==> src/rtl/uart_rx_pkg.sv <==
// uart_rx_pkg
//   Frame constants and FSM encodings shared by the UART receiver files.
//   The transmitter side uses the same frame constants.
//   Contents:
//     DATA_BITS          data bits per frame
//     DEFAULT_OVERSAMPLE ticks per bit period when the instantiator does not override it
//     ST_*               FSM state encodings (IDLE=0, START=1, DATA=2, STOP=3)
//     calc_div()         clocks per oversample tick
package uart_rx_pkg;

  localparam int DATA_BITS          = 8;
  localparam int DEFAULT_OVERSAMPLE = 16;

  typedef logic [1:0] rx_state_t;

  localparam rx_state_t ST_IDLE  = 2'd0;
  localparam rx_state_t ST_START = 2'd1;
  localparam rx_state_t ST_DATA  = 2'd2;
  localparam rx_state_t ST_STOP  = 2'd3;

  // Integer division, clamped to 1 so a very fast baud rate still produces a tick
  // every clock instead of a zero-length counter.
  function automatic int calc_div(input int clk_freq, input int baud, input int oversample);
    int div;
    div = clk_freq / (baud * oversample);
    return (div < 1) ? 1 : div;
  endfunction

endpackage

==> src/rtl/uart_rx_tick.sv <==
// uart_rx_tick
//   Oversample tick generator: one-clock pulse every DIV clocks.
//   Ports:
//     clk    in  system clock
//     reset  in  synchronous active-high reset, count returns to 0
//     clear  in  forces the count to 0; no tick is produced in that cycle
//     tick   out one-clock pulse when the count reaches DIV-1
module uart_rx_tick #(
  parameter int DIV = 27
) (
  input  logic clk,
  input  logic reset,
  input  logic clear,
  output logic tick
);

  localparam int CW = (DIV > 1) ? $clog2(DIV) : 1;
  localparam logic [CW-1:0] CNT_LAST = CW'(DIV - 1);

  logic [CW-1:0] cnt_q;
  logic [CW-1:0] cnt_d;

  // A clear is used to realign the sampling phase to a fresh start edge, so it must
  // also suppress the tick that would otherwise fire on the old phase.
  always_comb begin
    tick  = 1'b0;
    cnt_d = cnt_q + CW'(1);
    if (clear) begin
      cnt_d = '0;
    end else if (cnt_q == CNT_LAST) begin
      cnt_d = '0;
      tick  = 1'b1;
    end
  end

  always_ff @(posedge clk) begin
    if (reset) begin
      cnt_q <= '0;
    end else begin
      cnt_q <= cnt_d;
    end
  end

endmodule

==> src/rtl/uart_rx.sv <==
// uart_rx
//   8N1 serial receiver with 16x (OVERSAMPLE) oversampling and mid-bit sampling.
//   Ports:
//     clk        in  system clock, rising edge
//     reset      in  synchronous active-high reset
//     serial_rx  in  asynchronous serial line, idle high
//     data_out   out last correctly framed byte, held until the next good frame
//     data_valid out one-clock pulse, data_out updated this cycle
//     frame_err  out one-clock pulse, stop bit sampled low, data_out unchanged
//     busy       out high from start-bit detection until return to IDLE
module uart_rx
  import uart_rx_pkg::*;
#(
  parameter int CLK_FREQ   = 50_000_000,
  parameter int BAUD       = 115_200,
  parameter int OVERSAMPLE = DEFAULT_OVERSAMPLE,
  parameter bit MSB_FIRST  = 1'b1
) (
  input  logic                 clk,
  input  logic                 reset,
  input  logic                 serial_rx,
  output logic [DATA_BITS-1:0] data_out,
  output logic                 data_valid,
  output logic                 frame_err,
  output logic                 busy
);

  localparam int DIV = calc_div(CLK_FREQ, BAUD, OVERSAMPLE);
  localparam int TCW = $clog2(OVERSAMPLE);
  localparam int BCW = $clog2(DATA_BITS);

  localparam logic [TCW-1:0] TCNT_MID  = TCW'(OVERSAMPLE / 2 - 1);
  localparam logic [TCW-1:0] TCNT_LAST = TCW'(OVERSAMPLE - 1);
  localparam logic [BCW-1:0] BCNT_LAST = BCW'(DATA_BITS - 1);

  logic                 sync1_q, sync1_d;
  logic                 rx_s_q, rx_s_d;
  rx_state_t            state_q, state_d;
  logic [TCW-1:0]       tcnt_q, tcnt_d;
  logic [BCW-1:0]       bcnt_q, bcnt_d;
  logic [DATA_BITS-1:0] shift_q, shift_d;
  logic                 armed_q, armed_d;
  logic [DATA_BITS-1:0] data_out_q, data_out_d;
  logic                 data_valid_q, data_valid_d;
  logic                 frame_err_q, frame_err_d;
  logic                 busy_q, busy_d;

  logic tick;
  logic tick_clear;

  uart_rx_tick #(
    .DIV (DIV)
  ) u_tick (
    .clk   (clk),
    .reset (reset),
    .clear (tick_clear),
    .tick  (tick)
  );

  // Next-state logic. "armed" is the break guard: after a frame (or a false start)
  // the line must be seen high for at least one clock before a new start is taken,
  // so a held-low line after a framing error cannot retrigger endlessly.
  always_comb begin
    sync1_d      = serial_rx;
    rx_s_d       = sync1_q;
    state_d      = state_q;
    tcnt_d       = tcnt_q;
    bcnt_d       = bcnt_q;
    shift_d      = shift_q;
    armed_d      = armed_q;
    data_out_d   = data_out_q;
    data_valid_d = 1'b0;
    frame_err_d  = 1'b0;
    busy_d       = busy_q;
    tick_clear   = 1'b0;

    case (state_q)
      ST_IDLE: begin
        if (rx_s_q) begin
          armed_d = 1'b1;
        end else if (armed_q) begin
          state_d    = ST_START;
          busy_d     = 1'b1;
          tcnt_d     = '0;
          armed_d    = 1'b0;
          tick_clear = 1'b1;
        end
      end

      ST_START: begin
        if (tick) begin
          if (tcnt_q == TCNT_MID) begin
            tcnt_d = '0;
            if (!rx_s_q) begin
              state_d = ST_DATA;
              bcnt_d  = '0;
            end else begin
              state_d = ST_IDLE;
              busy_d  = 1'b0;
            end
          end else begin
            tcnt_d = tcnt_q + TCW'(1);
          end
        end
      end

      ST_DATA: begin
        if (tick) begin
          if (tcnt_q == TCNT_LAST) begin
            tcnt_d = '0;
            if (MSB_FIRST) begin
              shift_d = {shift_q[DATA_BITS-2:0], rx_s_q};
            end else begin
              shift_d = {rx_s_q, shift_q[DATA_BITS-1:1]};
            end
            if (bcnt_q == BCNT_LAST) begin
              state_d = ST_STOP;
            end else begin
              bcnt_d = bcnt_q + BCW'(1);
            end
          end else begin
            tcnt_d = tcnt_q + TCW'(1);
          end
        end
      end

      ST_STOP: begin
        // Leaving at mid-stop puts the FSM back in IDLE half a bit early, which is
        // what lets a start bit that directly follows the stop bit be caught.
        if (tick) begin
          if (tcnt_q == TCNT_LAST) begin
            tcnt_d  = '0;
            state_d = ST_IDLE;
            busy_d  = 1'b0;
            if (rx_s_q) begin
              data_out_d   = shift_q;
              data_valid_d = 1'b1;
              armed_d      = 1'b1;
            end else begin
              frame_err_d = 1'b1;
              armed_d     = 1'b0;
            end
          end else begin
            tcnt_d = tcnt_q + TCW'(1);
          end
        end
      end

      default: begin
        state_d = ST_IDLE;
        busy_d  = 1'b0;
      end
    endcase
  end

  // Synchronizer flops reset to 1 so the line looks idle straight out of reset.
  always_ff @(posedge clk) begin
    if (reset) begin
      sync1_q      <= 1'b1;
      rx_s_q       <= 1'b1;
      state_q      <= ST_IDLE;
      tcnt_q       <= '0;
      bcnt_q       <= '0;
      shift_q      <= '0;
      armed_q      <= 1'b0;
      data_out_q   <= '0;
      data_valid_q <= 1'b0;
      frame_err_q  <= 1'b0;
      busy_q       <= 1'b0;
    end else begin
      sync1_q      <= sync1_d;
      rx_s_q       <= rx_s_d;
      state_q      <= state_d;
      tcnt_q       <= tcnt_d;
      bcnt_q       <= bcnt_d;
      shift_q      <= shift_d;
      armed_q      <= armed_d;
      data_out_q   <= data_out_d;
      data_valid_q <= data_valid_d;
      frame_err_q  <= frame_err_d;
      busy_q       <= busy_d;
    end
  end

  assign data_out   = data_out_q;
  assign data_valid = data_valid_q;
  assign frame_err  = frame_err_q;
  assign busy       = busy_q;

endmodule

==> config.mk <==
export PLATFORM = sky130hd
export DESIGN_NAME = uart_rx
export DESIGN_NICKNAME = d
export VERILOG_FILES = /design/src/rtl/uart_rx_pkg.sv /design/src/rtl/uart_rx_tick.sv /design/src/rtl/uart_rx.sv
export SDC_FILE = /design/constraint.sdc
export NUM_CORES = 1
export LEC_CHECK = 0
export BUFFER_PORTS_ARGS = -buffer_cell sky130_fd_sc_hd__buf_4
export CAP_MARGIN = 10
export CORE_MARGIN = 2
export CORE_UTILIZATION = 61
export CTS_BUF_LIST = sky130_fd_sc_hd__clkbuf_4 sky130_fd_sc_hd__clkbuf_8 sky130_fd_sc_hd__clkbuf_16
export DETAILED_ROUTE_END_ITERATION = 16
export PLACE_DENSITY_LB_ADDON = 0.08
export SETUP_SLACK_MARGIN = 0.4
export SYNTH_ARGS = -nofsm -noshare
export SYNTH_HDL_FRONTEND = slang
export SYNTH_SLANG_ARGS = --single-unit
==> constraint.sdc <==
create_clock -name clk -period 4.77 [get_ports clk]
set_clock_uncertainty 0.2 [all_clocks]
set_input_delay 0.954 -clock clk [delete_from_list [all_inputs] [get_ports clk]]
set_output_delay 0.954 -clock clk [all_outputs]
set_load 0.01 [all_outputs]
Word-level counts from Yosys, hierarchy flattened --
Index checks and enable logic that the tools add are counted.
Operators by class: equal/unequal tests 20, muxes and demuxes 43, $add $sub $neg 3, reductions and logical operators 14, bitwise operators 3
Operators with widths (count):
- 4-bit 2-to-1 mux | 6
- 2-bit != test (second input constant) | 12
- 2-bit 2-to-1 mux | 10
- 3-bit 2-to-1 mux | 6
- 1-bit 2-to-1 mux | 16
- 4-bit case mux with 3 select lines | 1
- 9-bit AND reduction | 1
- 2-bit case mux with 4 select lines | 1
- 4-bit AND reduction | 2
- 8-bit AND reduction | 1
- 7-bit AND reduction | 1
- 3-bit case mux with 2 select lines | 1
- 3-bit AND reduction | 2
- 5-bit by 1-bit adder with 5-bit output (second input constant) | 1
- 5-bit == test (second input constant) | 1
- 4-bit by 1-bit adder with 4-bit output (second input constant) | 1
- 2-bit == test (second input constant) | 2
- 4-bit by 3-bit == test with 1-bit output (second input constant) | 1
- 4-bit == test (second input constant) | 1
- 2-bit nonzero test | 2
- 4-bit OR reduction | 1
- 3-bit by 1-bit adder with 3-bit output (second input constant) | 1
- 3-bit == test (second input constant) | 1
- 1-bit inverter | 3
- 8 further kinds | 8
Storage, ports and cells: output and inout port bits 11, logic and storage cells 95, flip-flop bits (word level) 36

Depth between registers and ports, before layout --
Gate-level depths: netlist of the first run.
word-level depth 6, gate-level depth with buffers 7, mapped depth without buffers 6

Hierarchy --
From an unflattened synthesis of the first run, not the netlist that was laid out.
Second synthesis, totals: cells, all modules 163, area, all modules 1560.2 um^2
Modules (own cells, without submodules):
- uart_rx | area an instance 1353.8 um^2, cells an instance 141, seq. area each 620.6 um^2, times used 1
- uart_rx_tick | area an instance 206.4 um^2, cells an instance 22, seq. area each 100.1 um^2, times used 1

Worst setup path after synthesis of the first run --
OpenSTA, ideal clock, no wires.
path type flip-flop to flip-flop, start register tcnt_q[0], end register bcnt_q[1], clock period less this slack 1929 ps, path buffers 0, data arrival time 1658 ps, slack 2841 ps, cell stages (with the launch flop) 6, cells stage by stage dfxtp_1 ha_1 nand4_1 o32a_1 or4_1 a21oi_1
Between the ends: word-level cells in the longest chain between the ends 3, elaborated cells between the ends (all ways) 5, those cells by class eq/ne (4); reduce/logical (1)
RTL lines:
- start: declaration | RTL line uart_rx.sv:39 | logic [TCW-1:0] tcnt_q, tcnt_d;
- start signal: assignment | RTL line uart_rx.sv:174 | tcnt_q <= tcnt_d;
- 4-bit == test or 4-bit by 3-bit == test with 1-bit output (tied branches) | RTL line uart_rx.sv:109, uart_rx.sv:92
- 2-bit != test (no line)
- 7-bit AND reduction (no line) *
- end signal: assignment | RTL line uart_rx.sv:175 | bcnt_q <= bcnt_d;
- end: declaration | RTL line uart_rx.sv:40 | logic [BCW-1:0] bcnt_q, bcnt_d;
Mark *: on every way between the ends. The rest lies on a longest branch, timed or not. A chain may end at the register's enable or synchronous reset.

Worst setup path in the final report of the first run --
start register u_tick.cnt_q[0], end register shift_q[4]
Between the ends: word-level cells in the longest chain between the ends 4
RTL lines:
- start: declaration | RTL line uart_rx_tick.sv:20 | logic [CW-1:0] cnt_q;
- start signal: assignment | RTL line uart_rx_tick.sv:40 | cnt_q <= cnt_d;
- 5-bit == test | RTL line uart_rx_tick.sv:30 | end else if (cnt_q == CNT_LAST) begin
- 1-bit 2-to-1 mux | RTL line uart_rx_tick.sv:30
- 1-bit 2-to-1 mux | RTL line uart_rx_tick.sv:28 | if (clear) begin
- 3-bit AND reduction (no line)
- end signal: assignment | RTL line uart_rx.sv:176 | shift_q <= shift_d;
- end: declaration | RTL line uart_rx.sv:41 | logic [DATA_BITS-1:0] shift_q, shift_d;
Every way passes these cells.

==> flow_summary.yaml, run 1 <==
global_route:
  grt_pass1_wl_um: 4820
  grt_pass1_vias: 1137
  grt_max_degree: 34
  antenna_found_initial: 0
  grt-ovfl-total: 0
  track_usage_pct: 23.8
cts:
  clock_sinks: 36
  cts_buffers: 5
  clockBufferDepth: 2
  path_clk_slew_ns: 0.11
  cts_htree_levels: 2
  cts_root_buf: "clkbuf_4"
  clock_latency_ns: 0.34
  cts_tree: "yes"
  hold_buffers: 0
  postCtsResizedCells: 0
  post_cts_buffers: 0
floorplan:
  io_pins: 14
  die-area_sq_um: 2860
  start_util_pct: 66.3
  die_w_um: 53.5
  die_h_um: 53.5
  rows: 17
  core_sq_um: 2250
pwr:
  p_int_mw: 0.382
  p_sw_share_pct: 23.2
  clockPowerShare_pct: 34.6
  power_switching_mw: 0.115
  power_density_nw_per_um2: 303
  pwr-share-seq_pct: 62.1
  combinationalPowerShare_pct: 3.3
  leakage_nw: 0.676
  peakVddDrop_mv: 0.284
route:
  drt-wirelength-per-cell_um: 13.9
  antenna_left: 0
  highest_layer: "met4"
  first_pass_iters: 6
  wl_met3_um: 101
  drt-initial-drc-count: 8
  drt-total-wl_um: 2720
  routed_via_density: 5.79
  wl_met2_um: 1310
  num_vias: 1134
  drt-met1-wl_um: 1270
  drc: 0
cells_and_area:
  multi_input_area_sq_um: 717
  antenna_cells: 0
  drive_gt1_share_pct: 15.5
  area_delta_synth_final_pct: 9.97
  layout_commonest_cell: "dfxtp_1"
  final_cell_mix: "dfxtp_1, nor2_1, mux2i_1"
  finalNetCount: 175
  nFillCells: 183
  regArea_sq_um: 721
  fin_cells: 196
timing:
  hold_viol_final: 0
  fmax_mhz: 418
  min_period_over_period_pct: 50.1
  worst_pin_slew_ns: 0.758
  slew_headroom_pct: 49.2
  setup-violations-final: 0
  maxSlewViolCount: 0
  rsz0062_at_grt: "no"
  fin_tns_setup_ns: 0
  final.min_clock_period_ns: 2.39
worst_setup_path:
  path_class: "reg -> reg"
  critPathArrivalTime_ns: 2.42
  critPathMaxFanout: 12
  cp_slowest_cell: "nor3_2"
  critPathRequiredTime_ns: 4.80
  path_cells: "inv_1 -> ha_1 -> nand4b_1 -> nor3_2 -> mux2i_1 -> nor2_1"
  start_kind: "flop"
  critPathMaxStageDelay_ns: 0.77
  critPathCaptureType: "flop"
  r2r_cells: 6
synth:
  ys_ff_latch: 36
  synth_edf_count: 0
  synthCells: 155
  syn_avg_cell_area_sq_um: 9.64
  netlist.area_leader.share_pct: 48.2
  postSynth.asyncResetShare_pct: 0
  synth_area_leaders: "dfxtp_1, mux2i_1, nor2_1"
  ys_seq_area_share_pct: 48.2
  synth.cell_area_sq_um: 1490
  ys_warn_count: 0
  synth_cell_types: 37
  yosysTopAreaCell: "dfxtp_1"
  synth_flop_cell: "dfxtp_1"
  syn_nets: 163
placed_design:
  port_buffers: 13
  dpl.cell_count: 188
  place_hpwl_um: 1920
  gp_congestion: 0.729
job:
  cap_violations: 0
hold_path:
  hold_class: "reg -> reg"
  holdPathStages: 1
outcome:
  outcome: "finished clean"
worst max-delay path: cells and delay by family, from the launching register on:
family | cells | cell delay [ns]
AND/OR/NAND/NOR | 3 | 1.24
flip-flops | 1 | 0.35
multiplexers | 1 | 0.26
adder cells (fa/ha/maj) | 1 | 0.16
buffers and inverters | 1 | 0.06
cells in the mapped netlist (2+ instances only):
cell type,instances
clkbuf_1,3
nor3_1,3
nand3_1,6
or4_1,2
a31oi_1,2
nand2_1,4
inv_1,3
a21oi_1,4
mux2i_1,19
ha_1,5
dfxtp_1,36
nor2_1,31
nor4_1,2
buf_2,3
or3_1,2
nand4_1,3
o21ai_0,4
or2_2,2
xor2_1,3
routing by layer:
metal | up-vias | GRT usage (%)
met3 | 4 | 9.32
met2 | 17 | 37.9
li1 | 567 | -
met5 | - | 0
met4 | 0 | 9.83
met1 | 546 | 28.3
per-stage QoR:
| stage | instance area [sq um] | hold WS, ns | power (mW) | setup slack [ns] | util (%) |
|---|---|---|---|---|---|
| global placement | 1580 | 0.214 | 0.331 | 2.47 | 70.1 |
| CTS | 1640 | 0.241 | 0.502 | 2.36 | 72.9 |
| floorplan | 1490 | 0.189 | 0.327 | 2.84 | - |
| detailed placement | 1580 | 0.215 | 0.332 | 2.40 | 70.1 |
| global route | 1640 | 0.246 | 0.515 | 2.17 | 72.9 |
| finish | 1640 | 0.237 | 0.497 | 2.38 | 72.9 |
registers in the layout, indices dropped and copies added, names as in the netlist, named ones only:
signal        count
busy              1
data_valid        1
u_tick.cnt_q      5
rx_s_d            1
frame_err         1
data_out          8
rx_s_q            1
state_q           1
tcnt_q            4
armed_q           1
shift_q           8
bcnt_q            3
power by group through the flow:
| stage | clock network (mW) | registers [mW] | logic [mW] |
|---|---|---|---|
| after global routing | 0.187 | 0.310 | 0.0181 |
| after floorplan | 0 | 0.315 | 0.0124 |
| final | 0.172 | 0.309 | 0.0162 |
| after CTS | 0.176 | 0.309 | 0.0163 |
| after detailed placement | 0 | 0.316 | 0.0161 |
| after global placement | 0 | 0.316 | 0.0154 |
final cells by class:
cell class              instances  share of cell area, %
inverters                       3                  0.685
multi-input cells             108                   43.6
well taps                      28                   2.13
clock buffers                   6                   3.12
flip-flops and latches         36                   43.9
repair buffers                 13                   5.94
clock inverters                 2                  0.609
path summary, 6_finish.rpt:
path,from,endpoint,slack [ns]
worst max-delay path,u_tick.cnt_q[0],shift_q[4],2.38
worst min-delay path,rx_s_d,rx_s_q,0.24
worst max register to register,u_tick.cnt_q[0],shift_q[4],2.38
worst min register to register,rx_s_d,rx_s_q,0.24
kinds of logic after synthesis:
group,share of synthesized area [%]
multiplexers,12.7
adder cells (fa/ha/maj),4.19
AND/OR/NAND/NOR,22.3
flip-flops,48.2
XOR/XNOR,2.35
AO/OA/AOI/OAI,6.45
buffers and inverters,3.77
Power figures use the tool's default switching activity.
==> run 2: changes to the inputs <==
Settings changed: ABC_AREA set to 1, CORE_UTILIZATION 61 to 52.
Clock period 4.77 ns to 2 ns, I/O delays scaled along.
==> run 2 against run 1 <==
Compared with the run above:
- non-clock buffer count is 14 higher
- cell count is 39% higher
- maximum frequency is 52% higher
- via count is 29% higher
- wire length is 34% higher
- die area is 25% higher
- setup slack worse by 1.9 ns
- worst hold slack worse by 0.20 ns
- critical path type unchanged
- largest cell class is now multi-input gates
==> flow_summary.yaml, run 2 <==
outcome:
  outcome: "finished clean"
synth:
  synthCells: 205
  yosysTopAreaCell: "dfxtp_1"
  ys_warn_count: 0
  postSynth.asyncResetShare_pct: 0
  synth.cell_area_sq_um: 1620
  ys_seq_area_share_pct: 44.5
  netlist.area_leader.share_pct: 44.5
  synth_top_cells_by_count: "dfxtp_1, nand2_1, nor2_1"
  synth_edf_count: 0
  ys_ff_latch: 36
  syn_avg_cell_area_sq_um: 7.90
  synth_flop_cell: "dfxtp_1"
  yosysMostFrequentCell: "dfxtp_1"
  synth_area_leaders: "dfxtp_1, nand2_1, nor2_1"
  syn_nets: 213
  synth_cell_types: 32
cells_and_area:
  regArea_sq_um: 742
  final_cell_mix: "dfxtp_1, nor2_1, nand2_1"
  finalNetCount: 246
  multi_input_area_sq_um: 925
  antenna_cells: 0
  area_delta_synth_final_pct: 30.6
  nFillCells: 240
  finish.utilization_pct: 70.4
  drive_gt1_share_pct: 40.2
  layout_commonest_cell: "dfxtp_1"
timing:
  rsz0062_at_grt: "yes"
  fmax_mhz: 637
  fin_hold_ws_ns: 0.0332
  setup-violations-final: 0
  fin_tns_setup_ns: 0
  final.min_clock_period_ns: 1.57
  maxSlewViolCount: 0
  min_period_over_period_pct: 78.4
  slew_headroom_pct: 80.7
  worst_pin_slew_ns: 0.290
  hold_viol_final: 0
hold_path:
  hold_class: "in -> reg"
floorplan:
  rows: 20
  die_h_um: 59.8
  io_pins: 14
  core_sq_um: 3000
  start_util_pct: 53.9
  die-area_sq_um: 3580
  die_w_um: 59.8
global_route:
  grt_pass1_wl_um: 5910
  grt_pass1_vias: 1376
  grt-ovfl-total: 0
  grt_util_met2_pct: 37.9
  top_usage_layer: "met2"
  grt_max_degree: 20
  use_met1_pct: 25.8
  antenna_found_initial: 0
  track_usage_pct: 22.3
  use_met3_pct: 5.84
route:
  drt-wirelength-per-cell_um: 13.4
  routed_via_density: 5.40
  drc: 0
  num_vias: 1468
  drt-initial-drc-count: 52
  first_pass_iters: 4
  drt-total-wl_um: 3640
  antenna_left: 0
placed_design:
  gp_congestion: 0.812
  port_buffers: 13
  place_hpwl_um: 2160
cts:
  cts_root_buf: "clkbuf_4"
  clock_latency_ns: 0.35
  cts_htree_levels: 2
  clockBufferDepth: 2
  clock_sinks: 36
  hold_buffers: 0
  path_clk_slew_ns: 0.11
  cts_tree: "yes"
  cts_buffers: 5
worst_setup_path:
  critPathRequiredTime_ns: 2.08
  start_kind: "flop"
  critPathMaxFanout: 3
  critPathCaptureType: "flop"
  critPathArrivalTime_ns: 1.65
  path_class: "reg -> reg"
pwr:
  p_sw_share_pct: 24.1
  peakVddDrop_mv: 0.397
  p_int_mw: 0.925
  power_density_nw_per_um2: 576
  clockPowerShare_pct: 33.3
  pwr-share-seq_pct: 60.4
  power_switching_mw: 0.294
  leakage_nw: 0.888
  combinationalPowerShare_pct: 6.3
job:
  cap_violations: 0
[run 2: cell count changes after synthesis, sizes merged, moves of 2 or more]
cell,previous run,this run
nand2,4,38
inv,3,24
mux2i,19,0
o21ai,4,21
a21oi,4,17
nand3,6,10
buf,5,2
nor3,4,7
or2,2,5
a31oi,2,0
nor2,31,29
or3,2,0
or4,2,0
xor2,3,1
[run 2: per-stage QoR]
step | setup slack, ns | instance area [sq um] | std cells | total power, mW
global placement | 0.335 | 1750 | 248 | 0.810
CTS | 0.383 | 1890 | 264 | 1.21
global route | 0.349 | 2110 | 272 | 1.27
finish | 0.431 | 2110 | 272 | 1.22
detailed placement | 0.314 | 1750 | 248 | 0.812
floorplan | 0.449 | 1620 | 205 | 0.792
[run 2: power by group through the flow]
stage	sequential [mW]	clock (mW)	combinational, mW
after floorplan	0.752	0	0.0400
after global placement	0.753	0	0.0572
after detailed placement	0.754	0	0.0585
after CTS	0.738	0.411	0.0629
after global routing	0.737	0.441	0.0885
final	0.736	0.406	0.0766
[run 2: critical path, cell delays in order (launching register included)]
cell and delay (ns):
dfxtp_4 0.38, ha_4 0.15, nand2_2 0.07, o21ai_2 0.20, buf_4 0.15, nand2_2 0.05
inv_2 0.05, nand4_1 0.10, a21oi_1 0.16
[run 2: final timing paths]
| check | from | slack [ns] | end | cells after the start |
|---|---|---|---|---|
| max | tcnt_q[1] | 0.43 | flop | 8 |
| min reg2reg | rx_s_d | 0.24 | rx_s_q | 1 |
| max reg2reg | tcnt_q[1] | 0.43 | flop | 8 |
| min | reset | 0.03 | tcnt_q[1] | 2 |
[run 2: cell families after synthesis]
logic type | after synthesis | synth area share [%]
flops | 36 | 44.5
buf+inv | 28 | 7.57
xor+xnor | 2 | 1.08
compound gates | 40 | 13.4
simple gates | 94 | 29.6
fa+ha+maj | 5 | 3.86
[run 2: routing by layer]
metal / up-vias / routed length [um]
met4: 0 / 62
li1: 739 / -
met2: 43 / 1840
met3: 8 / 203
met5: - / 0
met1: 678 / 1530
[run 2: cell type report]
type,instances,share of cell area [%]
inverters,24,4.62
repair buffers,27,11.7
multi-input cells,144,43.7
well taps,33,1.95
flip-flops and latches,36,35.1
clock buffers,6,2.43
clock inverters,2,0.473
[run 2: timing repair]
action | 4_1_cts | 5_1_grt
pin swaps | 3 | 20
gates cloned | 2 | 1
endpoints found under the setup margin | 18 | 26
resized for setup | 9 | 42
setup buffers | 6 | 7
==> run 3: changes to the inputs <==
Clock period 2 ns to 1.3 ns, I/O delays scaled along.
==> run 3 against run 2 <==
Compared with the run above:
- the run now ends with hold timing, setup timing left
- maximum frequency fell by 2.1%
- non-clock buffer count rose by 23
- core utilization rose by 12 points
- highest routed layer unchanged
- die area did not move
- register-to-register slack got worse by 0.73 ns
- critical path depth rose by 1
==> flow_summary.yaml, run 3 (synthesis results as in run 2) <==
timing:
  final.min_clock_period_ns: 1.60
  setup-violations-final: 34
  min_period_over_period_pct: 123
  maxSlewViolCount: 0
  setup_slack_ns: -0.302
  fin_hold_ws_ns: -0.104
  slew_headroom_pct: 83.5
  fmax_mhz: 624
  rsz0062_at_grt: "yes"
  worst_pin_slew_ns: 0.248
  fin_tns_setup_ns: -6.95
  hold_viol_final: 5
pwr:
  pwr-share-seq_pct: 58.0
  clockPowerShare_pct: 33.9
  power_density_nw_per_um2: 788
  peakVddDrop_mv: 0.729
  power_switching_mw: 0.477
  p_int_mw: 1.48
  combinationalPowerShare_pct: 8.1
  leakage_nw: 1.03
  p_sw_share_pct: 24.4
floorplan:
  core_sq_um: 3000
  die_w_um: 59.8
  die_h_um: 59.8
  start_util_pct: 53.9
  io_pins: 14
  die-area_sq_um: 3580
  rows: 20
worst_setup_path:
  start_kind: "flop"
  critPathRequiredTime_ns: 1.33
  critPathCaptureType: "flop"
  critPathArrivalTime_ns: 1.63
  critPathMaxFanout: 4
  path_class: "reg -> reg"
outcome:
  outcome: "finished with violations"
  violations: "hold timing, setup timing"
cells_and_area:
  drive_gt1_share_pct: 55.9
  finalNetCount: 268
  fin_cells: 294
  layout_commonest_cell: "buf_4"
  final_cell_mix: "buf_4, nor2_1, nand2_1"
  area_delta_synth_final_pct: 53.2
  antenna_cells: 0
placed_design:
  place_hpwl_um: 2520
  gp_congestion: 0.809
  dpl_worst_slack_ns: -0.232
  port_buffers: 13
  dpl.cell_count: 277
global_route:
  grt_pass1_wl_um: 6380
  grt_max_degree: 21
  track_usage_pct: 24.2
  antenna_found_initial: 0
  grt_pass1_vias: 1497
  grt-ovfl-total: 0
route:
  routed_via_density: 5.28
  drt-wirelength-per-cell_um: 13.7
  drt-initial-drc-count: 69
  first_pass_iters: 4
  drc: 0
  antenna_left: 0
  num_vias: 1551
  drt-total-wl_um: 4030
cts:
  cts_buffers: 5
  clock_sinks: 36
  path_clk_slew_ns: 0.11
  cts_root_buf: "clkbuf_4"
  cts_htree_levels: 2
  clock_latency_ns: 0.34
  cts_tree: "yes"
  clockBufferDepth: 2
job:
  cap_violations: 0
hold_path:
  hold_class: "in -> reg"
-- run 3: area by class of cell --
cell class                 count  area, sq um
timing repair buffer          50          455
inverter                      24          100
fill                         182          523
clock inverter                 1         7.51
clock buffer                   7         58.8
sequential                    36          751
multi-input combinational    143         1070
tap                           33         41.3
-- run 3: layer usage --
| metal | track usage (%) | wire (um) |
|---|---|---|
| met5 | 0 | 0 |
| met4 | 10.2 | 74 |
| met3 | 8.23 | 167 |
| met2 | 39.6 | 2020 |
| met1 | 28.8 | 1760 |
-- run 3: metrics by stage --
stage                     util [%]  total power, mW  area (sq um)
after floorplan                  -             1.23          1740
after global routing          82.6             2.04          2480
final                         82.6             1.95          2480
after CTS                     75.7             1.95          2270
after detailed placement      68.9             1.29          2070
after global placement        68.9             1.28          2070
-- run 3: power by group through the flow --
stage	Combinational, mW	Sequential (mW)	Clock (mW)
2_1_floorplan	0.0736	1.16	0
3_3_place_gp	0.122	1.16	0
3_5_place_dp	0.126	1.16	0
4_1_cts	0.145	1.13	0.671
5_1_grt	0.178	1.13	0.725
6_report	0.159	1.13	0.663
-- run 3: what timing repair did --
action / 4_1_cts / 5_1_grt
cloned: 1 / 1
pin swaps: 6 / 21
setup endpoints to repair: 45 / 45
resized for setup: 30 / 40
setup buffers: 3 / 4
endpoints found under the hold margin: 5 / 5
-- run 3: worst paths after layout --
kind	from	to	slack, ns	cells past startpoint
worst max register to register	u_tick.cnt_q[0]	busy	-0.30	9
worst max-delay path	u_tick.cnt_q[0]	busy	-0.30	9
worst min-delay path	serial_rx	rx_s_d	-0.10	2
worst min register to register	rx_s_d	rx_s_q	0.23	1
-- run 3: critical path, stage by stage (launching register included) --
cell	delay (ns)
dfxtp_2	0.34
inv_2	0.05
ha_4	0.13
nand2_4	0.05
nor2_4	0.12
buf_12	0.14
buf_6	0.10
o211ai_1	0.08
o21ai_1	0.22
a21oi_1	0.06
